--- src/rtl/sram_pkg.sv ---
// Shared types and default widths for the SRAM burst master and its read FIFO.
package sram_pkg;

    localparam int SRAM_DEPTH_BIT_DEF = 10;
    localparam int SRAM_WIDTH_DEF     = 64;
    localparam int LEN_BIT_DEF        = 10;

    typedef enum logic [1:0] {
        IDLE  = 2'd0,
        WRITE = 2'd1,
        READ  = 2'd2,
        DRAIN = 2'd3
    } state_t;

    // Width helper used to size the end-address comparison.
    function automatic int max_int(input int a, input int b);
        return (a > b) ? a : b;
    endfunction

endpackage

--- src/rtl/sram_rd_fifo2.sv ---
// Two-entry FIFO that absorbs SRAM read returns while the consumer stalls.
// Only pointers and occupancy are reset; the storage words are not.
module sram_rd_fifo2
    import sram_pkg::*;
#(
    parameter int WIDTH = SRAM_WIDTH_DEF
) (
    input  logic             clk,
    input  logic             rst_n,
    input  logic             push,
    input  logic [WIDTH-1:0] push_data,
    input  logic             pop,
    output logic [1:0]       count,
    output logic [WIDTH-1:0] head
);

    logic [WIDTH-1:0] mem [2];
    logic             wr_ptr;
    logic             rd_ptr;

    // Pointer and occupancy bookkeeping.
    always_ff @(posedge clk or negedge rst_n) begin
        if (!rst_n) begin
            wr_ptr <= 1'b0;
            rd_ptr <= 1'b0;
            count  <= 2'd0;
        end else begin
            if (push) wr_ptr <= ~wr_ptr;
            if (pop)  rd_ptr <= ~rd_ptr;
            case ({push, pop})
                2'b10:   count <= count + 2'd1;
                2'b01:   count <= count - 2'd1;
                default: count <= count;
            endcase
        end
    end

    // Storage write; data words carry no reset.
    always_ff @(posedge clk) begin
        if (push) mem[wr_ptr] <= push_data;
    end

    assign head = mem[rd_ptr];

    // The master's credit rule must never let the FIFO overflow or underflow.
    assert property (@(posedge clk) disable iff (!rst_n) !(push && !pop && count == 2'd2));
    assert property (@(posedge clk) disable iff (!rst_n) !(pop && count == 2'd0));

endmodule

--- src/rtl/sram_burst_master.sv ---
// Burst initiator for a single-port synchronous SRAM (1-cycle read latency).
// Runs one write or read burst at a time; read returns are buffered in a
// 2-entry FIFO so consumer backpressure never loses a word.
// Build option: define SRAM_ADDR_WRAP_EN to let bursts wrap past the top
// address; otherwise a burst that would cross it is handshaken and dropped
// with a one-cycle cmd_err pulse.
module sram_burst_master
    import sram_pkg::*;
#(
    parameter int SRAM_DEPTH_BIT = SRAM_DEPTH_BIT_DEF,
    parameter int SRAM_WIDTH     = SRAM_WIDTH_DEF,
    parameter int LEN_BIT        = LEN_BIT_DEF
) (
    input  logic                      clk,
    input  logic                      rst_n,
    input  logic                      cmd_valid,
    output logic                      cmd_ready,
    input  logic                      cmd_wr,
    input  logic [SRAM_DEPTH_BIT-1:0] cmd_addr,
    input  logic [LEN_BIT-1:0]        cmd_len,
    input  logic                      wr_valid,
    output logic                      wr_ready,
    input  logic [SRAM_WIDTH-1:0]     wr_data,
    output logic                      rd_valid,
    input  logic                      rd_ready,
    output logic [SRAM_WIDTH-1:0]     rd_data,
    output logic                      busy,
    output logic                      cmd_err,
    output logic                      sram_read_en,
    output logic                      sram_write_en,
    output logic [SRAM_DEPTH_BIT-1:0] sram_addr,
    output logic [SRAM_WIDTH-1:0]     sram_data_in,
    input  logic [SRAM_WIDTH-1:0]     sram_data_out
);

    localparam int SUM_W = max_int(SRAM_DEPTH_BIT, LEN_BIT) + 1;

    state_t                    state;
    state_t                    state_nxt;
    logic [SRAM_DEPTH_BIT-1:0] cur_addr;
    logic [LEN_BIT-1:0]        remaining;
    logic                      inflight;
    logic                      started;
    logic                      cmd_err_q;
    logic [1:0]                fifo_cnt;
    logic                      pop;
    logic                      cmd_fire;
    logic                      cmd_bad;
    logic                      wr_fire;
    logic                      rd_issue;
    logic [2:0]                credit_use;

`ifdef SRAM_ADDR_WRAP_EN
    assign cmd_bad = 1'b0;
`else
    logic [SUM_W-1:0] end_addr;
    assign end_addr = SUM_W'(cmd_addr) + SUM_W'(cmd_len);
    assign cmd_bad  = end_addr > SUM_W'({SRAM_DEPTH_BIT{1'b1}});
`endif

    assign rd_valid   = (fifo_cnt != 2'd0);
    assign pop        = rd_valid & rd_ready;
    // Words buffered plus the one possibly in flight, net of this cycle's pop.
    assign credit_use = {1'b0, fifo_cnt} + {2'b00, inflight} - {2'b00, pop};
    assign busy       = (state != IDLE);
    assign cmd_err    = cmd_err_q;

    // State register.
    always_ff @(posedge clk or negedge rst_n) begin
        if (!rst_n) state <= IDLE;
        else        state <= state_nxt;
    end

    // Next-state and SRAM/handshake outputs.
    always_comb begin
        state_nxt     = state;
        cmd_ready     = 1'b0;
        cmd_fire      = 1'b0;
        wr_ready      = 1'b0;
        wr_fire       = 1'b0;
        rd_issue      = 1'b0;
        sram_write_en = 1'b0;
        sram_read_en  = 1'b0;
        sram_addr     = '0;
        sram_data_in  = '0;
        case (state)
            IDLE: begin
                cmd_ready = started;
                cmd_fire  = cmd_valid & started;
                if (cmd_fire && !cmd_bad) state_nxt = cmd_wr ? WRITE : READ;
            end
            WRITE: begin
                wr_ready      = 1'b1;
                wr_fire       = wr_valid;
                sram_write_en = wr_valid;
                sram_addr     = cur_addr;
                sram_data_in  = wr_data;
                if (wr_fire && remaining == '0) state_nxt = IDLE;
            end
            READ: begin
                rd_issue     = (credit_use < 3'd2);
                sram_read_en = rd_issue;
                sram_addr    = cur_addr;
                if (rd_issue && remaining == '0) state_nxt = DRAIN;
            end
            DRAIN: begin
                if (!inflight && (fifo_cnt == 2'd0 || (fifo_cnt == 2'd1 && pop)))
                    state_nxt = IDLE;
            end
            default: state_nxt = IDLE;
        endcase
    end

    // Burst address/length counters, read-in-flight flag and status flags.
    always_ff @(posedge clk or negedge rst_n) begin
        if (!rst_n) begin
            cur_addr  <= '0;
            remaining <= '0;
            inflight  <= 1'b0;
            started   <= 1'b0;
            cmd_err_q <= 1'b0;
        end else begin
            started   <= 1'b1;
            inflight  <= rd_issue;
            cmd_err_q <= cmd_fire & cmd_bad;
            if (cmd_fire) begin
                cur_addr  <= cmd_addr;
                remaining <= cmd_len;
            end else if (wr_fire || rd_issue) begin
                cur_addr  <= cur_addr + SRAM_DEPTH_BIT'(1);
                remaining <= remaining - LEN_BIT'(1);
            end
        end
    end

    sram_rd_fifo2 #(
        .WIDTH(SRAM_WIDTH)
    ) u_rd_fifo (
        .clk      (clk),
        .rst_n    (rst_n),
        .push     (inflight),
        .push_data(sram_data_out),
        .pop      (pop),
        .count    (fifo_cnt),
        .head     (rd_data)
    );

endmodule

--- config.mk ---
export PLATFORM = sky130hd
export DESIGN_NAME = sram_burst_master
export DESIGN_NICKNAME = d
export VERILOG_FILES = /design/src/rtl/sram_pkg.sv /design/src/rtl/sram_rd_fifo2.sv /design/src/rtl/sram_burst_master.sv
export SDC_FILE = /design/constraint.sdc
export NUM_CORES = 1
export LEC_CHECK = 0
export BUFFER_PORTS_ARGS = -buffer_cell sky130_fd_sc_hd__buf_4
export CORE_MARGIN = 2
export CORE_UTILIZATION = 43
export DETAILED_ROUTE_END_ITERATION = 8
export GPL_TIMING_DRIVEN = 0
export PLACE_DENSITY = 0.81
export SYNTH_ARGS = -nofsm -noshare
export SYNTH_HDL_FRONTEND = slang
export SYNTH_SLANG_ARGS = --single-unit
--- constraint.sdc ---
create_clock -name clk -period 3.73 [get_ports clk]
set_clock_uncertainty 0.15 [all_clocks]
set_input_delay 0 -clock clk [delete_from_list [all_inputs] [get_ports clk]]
set_output_delay 0 -clock clk [all_outputs]
set_load 0.005 [all_outputs]
==> impl_metrics.env <==
export IMPL_status="completed"
export IMPL_seqPwrFrac_pct=35.8
export IMPL_hold_violations=0
export IMPL_cts_sinks=157
export IMPL_hold_start="wr_data[34]"
export IMPL_startpoint_type="flip-flop"
export IMPL_worstReg2RegEnd="remaining[9]$_DFFE_PN0P_"
export IMPL_yosysUniqueCellTypes=34
export IMPL_async_reset_ff_share_pct=18.5
export IMPL_crit_family="simple AND/OR/NAND/NOR gates"
export IMPL_combinationalPowerShare_pct=39.8
export IMPL_synth_area_mm2=0.00691
export IMPL_grt_pass1_vias=5503
export IMPL_root_buffer="clkbuf_16"
export IMPL_synth_avg_cell_area_um2=14.6
export IMPL_path_class="reg -> reg"
export IMPL_yosysTopAreaCell="edfxtp_1"
export IMPL_synth_simple_gate_area_share_pct=11.5
export IMPL_die_height_um=131
export IMPL_synth_top_family_by_area="simple AND/OR/NAND/NOR gates"
export IMPL_synthMuxAreaShare_pct=11.2
export IMPL_numPortBuffers=298
export IMPL_synth_edff_count=128
export IMPL_min_period_over_period_pct=93.6
export IMPL_critPathRequiredTime_ns=3.86
export IMPL_grt_usage_pct=21.9
export IMPL_die_area_mm2=0.0171
export IMPL_internal_power_uw=4830
export IMPL_reg2reg_setup_slack_ns=0.24
export IMPL_crit_chain="inv_1 > ha_1 > nor2b_2 > ha_1 > nand2b_1 > fa_1 > xnor2_2 > a31oi_4 > or3_1 > nor4b_2 > xnor2_1 > o21ai_0"
export IMPL_final_max_slew_viol_count=0
export IMPL_crit_path_end_kind="flip-flop"
export IMPL_antenna_found_initial=1
export IMPL_io_pins=299
export IMPL_grt_pass1_wl_mm=27.9
export IMPL_firstDrtPassIters=4
export IMPL_max_slew_margin_pct=38.4
export IMPL_place_area_mm2=0.00947
export IMPL_cts_buffer_depth=2
export IMPL_crit_end="remaining[9]$_DFFE_PN0P_"
export IMPL_pwr_share_clk_pct=24.5
export IMPL_core_area_mm2=0.0158
export IMPL_powerDensity_mw_per_mm2=634
export IMPL_num_vias=5350
export IMPL_layout_setup_ws_ns=0.240
export IMPL_cts_setup_buffers=0
export IMPL_crit_top_cell="ha_1"
export IMPL_vias_per_cell=4.81
export IMPL_grt_ovfl_total=0
export IMPL_num_rows=46
export IMPL_drive_above_1_share_pct=45.4
export IMPL_reg2reg_depth=12
export IMPL_area_delta_synth_final_pct=59.2
export IMPL_startpoint="u_rd_fifo.count[1]$_DFFE_PN0P_"
export IMPL_path_buf_inv=1
export IMPL_start_util_pct=43.8
export IMPL_critPathMaxFanout=9
export IMPL_ys_seq_elements=157
export IMPL_slowest_stage="or3_1"
export IMPL_fin_area_mm2=0.0110
export IMPL_synth_top_area_share_pct=55.6
export IMPL_leakage_uw=0.00462
export IMPL_yosysWarnings=0
export IMPL_drtIter0Drc=288
export IMPL_synth_yosys_seq_area_share_pct=66.1
export IMPL_ir_drop_mv=0.376
export IMPL_dp_slack_ns=-0.0143
export IMPL_synth_area_leaders="edfxtp_1 56%, mux2_2 11%, dfrtp_1 11%, and2_1 7.1%, ha_1 3.4%"
export IMPL_max_freq_mhz=287
export IMPL_worstMarginPinSlew_ns=0.925
export IMPL_synth_top_flop_cell="edfxtp_1"
export IMPL_rsz0062_at_grt="no"
export IMPL_drt_total_wl_mm=19.2
export IMPL_drc=0
export IMPL_path_depth=12
export IMPL_yosys_area_share_adder_pct=4.02
export IMPL_grt_max_degree=65
export IMPL_reg2reg_from="u_rd_fifo.count[1]$_DFFE_PN0P_"
export IMPL_globalplace_congestion=0.810
export IMPL_finalSetupViolCount=0
export IMPL_net_switching_power_uw=2150
export IMPL_dieWidth_um=131
export IMPL_layout_nets=1057
export IMPL_syn_nets=647
export IMPL_clk_pin_slew_ns=0.07
export IMPL_max_stage_delay_ns=0.44
export IMPL_cts_max_level=4
export IMPL_insertion_delay_ns=0.41
export IMPL_max_cap_violations=0
export IMPL_synth_compound_area_share_pct=2.66
export IMPL_drtAntennaViolNets=0
export IMPL_routedWlPerCell_um=17.3
export IMPL_arrival_ns=3.62
export IMPL_cts_tree="yes"
export IMPL_synth_xor_area_share_pct=2.92
export IMPL_syn_inst=472
export IMPL_period_needed_ns=3.49
export IMPL_cts_buffers=17
export IMPL_hpwl_mm=12.7
export IMPL_hold_class="in -> out"
export IMPL_switching_share_pct=30.8
## kinds of logic after synthesis
family | after synthesis
other | 1
adders and majority gates | 21
buffers and inverters | 28
xor gates and xnor gates | 23
and+or+nand+nor | 140
DFF | 157
AOI/OAI and AO/OA | 33
muxes | 69
## cell usage in the layout, fill, tap and decap left out, drive strengths merged
cell type      n
nand2b         1
inv           17
nor3           3
or4            1
mux2          67
bufinv         2
a221oi         1
buf          301
nor4           1
o21ai         25
a31oi          1
conb           1
o22ai          1
nor2b          3
dlygate4sd3   90
mux2i          2
and3b          1
ha            19
nor4b          1
dfrtp         29
xor2          11
clkinvlp       1
nand2         30
or3b           1
a21oi          5
nand3          7
and3           4
and2          78
xnor2         12
and4b          1
nor2           5
clkbuf        35
diode          1
edfxtp       128
fa             2
clkinv         5
or3            2
nand4          1
## worst min-delay path by stage
| stage | end | slack (ns) | depth (start not counted) |
|---|---|---|---|
| finish | sram_data_in[34] | 0.13 | 3 |
| global route | u_rd_fifo.mem[0][26]$_DFFE_PP_ | 0.14 | 2 |
| CTS | u_rd_fifo.mem[0][43]$_DFFE_PP_ | 0.13 | 2 |
| detailed placement | cur_addr[1]$_DFFE_PN0P_ | -0.20 | 1 |
| global placement | cur_addr[0]$_DFFE_PN0P_ | -0.20 | 1 |
| floorplan | cmd_err$_DFF_PN0_ | -0.45 | 0 |
## routing by layer
metal  wire, µm  up-vias  global-route usage, %  share of wire [%]
li1           -     2514                      -                  -
met1       7230     2554                   24.7                 38
met2      10100      254                   39.7                 52
met3       1570       28                   6.72                8.2
met4        351        0                   6.82                1.8
met5          0        -                      0                  0
## synthesized netlist by cell type (2+ instances only)
master	instances
xor2_1	11
and2_1	78
clkbuf_1	18
inv_1	10
nor2b_1	3
xnor2_1	12
nand3_1	7
mux2i_1	2
a21oi_1	5
mux2_2	65
nand2_1	30
and3_1	4
nor2_1	5
dfrtp_1	29
ha_1	19
nor3_1	3
or3_1	2
edfxtp_1	128
mux2_1	2
o21ai_0	24
fa_1	2
## worst register-to-register path: stages, from the launching register on
cell,delay [ns]
dfrtp_2,0.43
inv_1,0.08
ha_1,0.22
nor2b_2,0.20
ha_1,0.26
nand2b_1,0.15
fa_1,0.41
xnor2_2,0.26
a31oi_4,0.21
or3_1,0.44
nor4b_2,0.31
xnor2_1,0.16
o21ai_0,0.09
## registers in the layout, indices dropped and copies added, names as in the netlist, 2 cells and up
| register | count |
|---|---|
| u_rd_fifo.mem | 128 |
| cur_addr | 10 |
| remaining | 10 |
| state | 2 |
| u_rd_fifo.count | 2 |
## repair_timing
item                                   in CTS  in global routing
hold buffers                               91                  0
endpoints found under the hold margin     180                  0
gates resized for setup                     2                  3
setup endpoints to repair                   1                  6
pin swaps                                   0                  0
## power groups by stage
stage,clock [µW],combinational (µW),sequential (µW)
after floorplan,0,1370,2480
after global placement,0,2590,2520
final,1710,2770,2490
after CTS,1740,2770,2480
after detailed placement,0,2640,2510
after global routing,1820,3040,2530
## through the flow
stage | TNS (ns) | instances | power (µW) | hold WS (ns) | util, %
5_1_grt | 0 | 1112 | 7390 | 0.135 | 69.8
2_1_floorplan | 0 | 472 | 3840 | -0.446 | -
4_1_cts | 0 | 1111 | 6990 | 0.128 | 69.7
3_5_place_dp | -0.0143 | 988 | 5160 | -0.196 | 60.0
3_3_place_gp | 0 | 986 | 5100 | -0.202 | 59.7
6_report | 0 | 1112 | 6980 | 0.131 | 69.8
## layout make-up
cell class,count,area (µm²)
Clock buffer,17,425
Antenna cell,1,2.50
Sequential cell,157,4570
Tap cell,216,270
Fill cell,1100,4770
Multi-Input combinational cell,287,2270
Timing Repair Buffer,391,3200
Clock inverter,15,159
Buffer,18,67.6
Inverter,10,37.5
(Power assumes the default switching activity.)
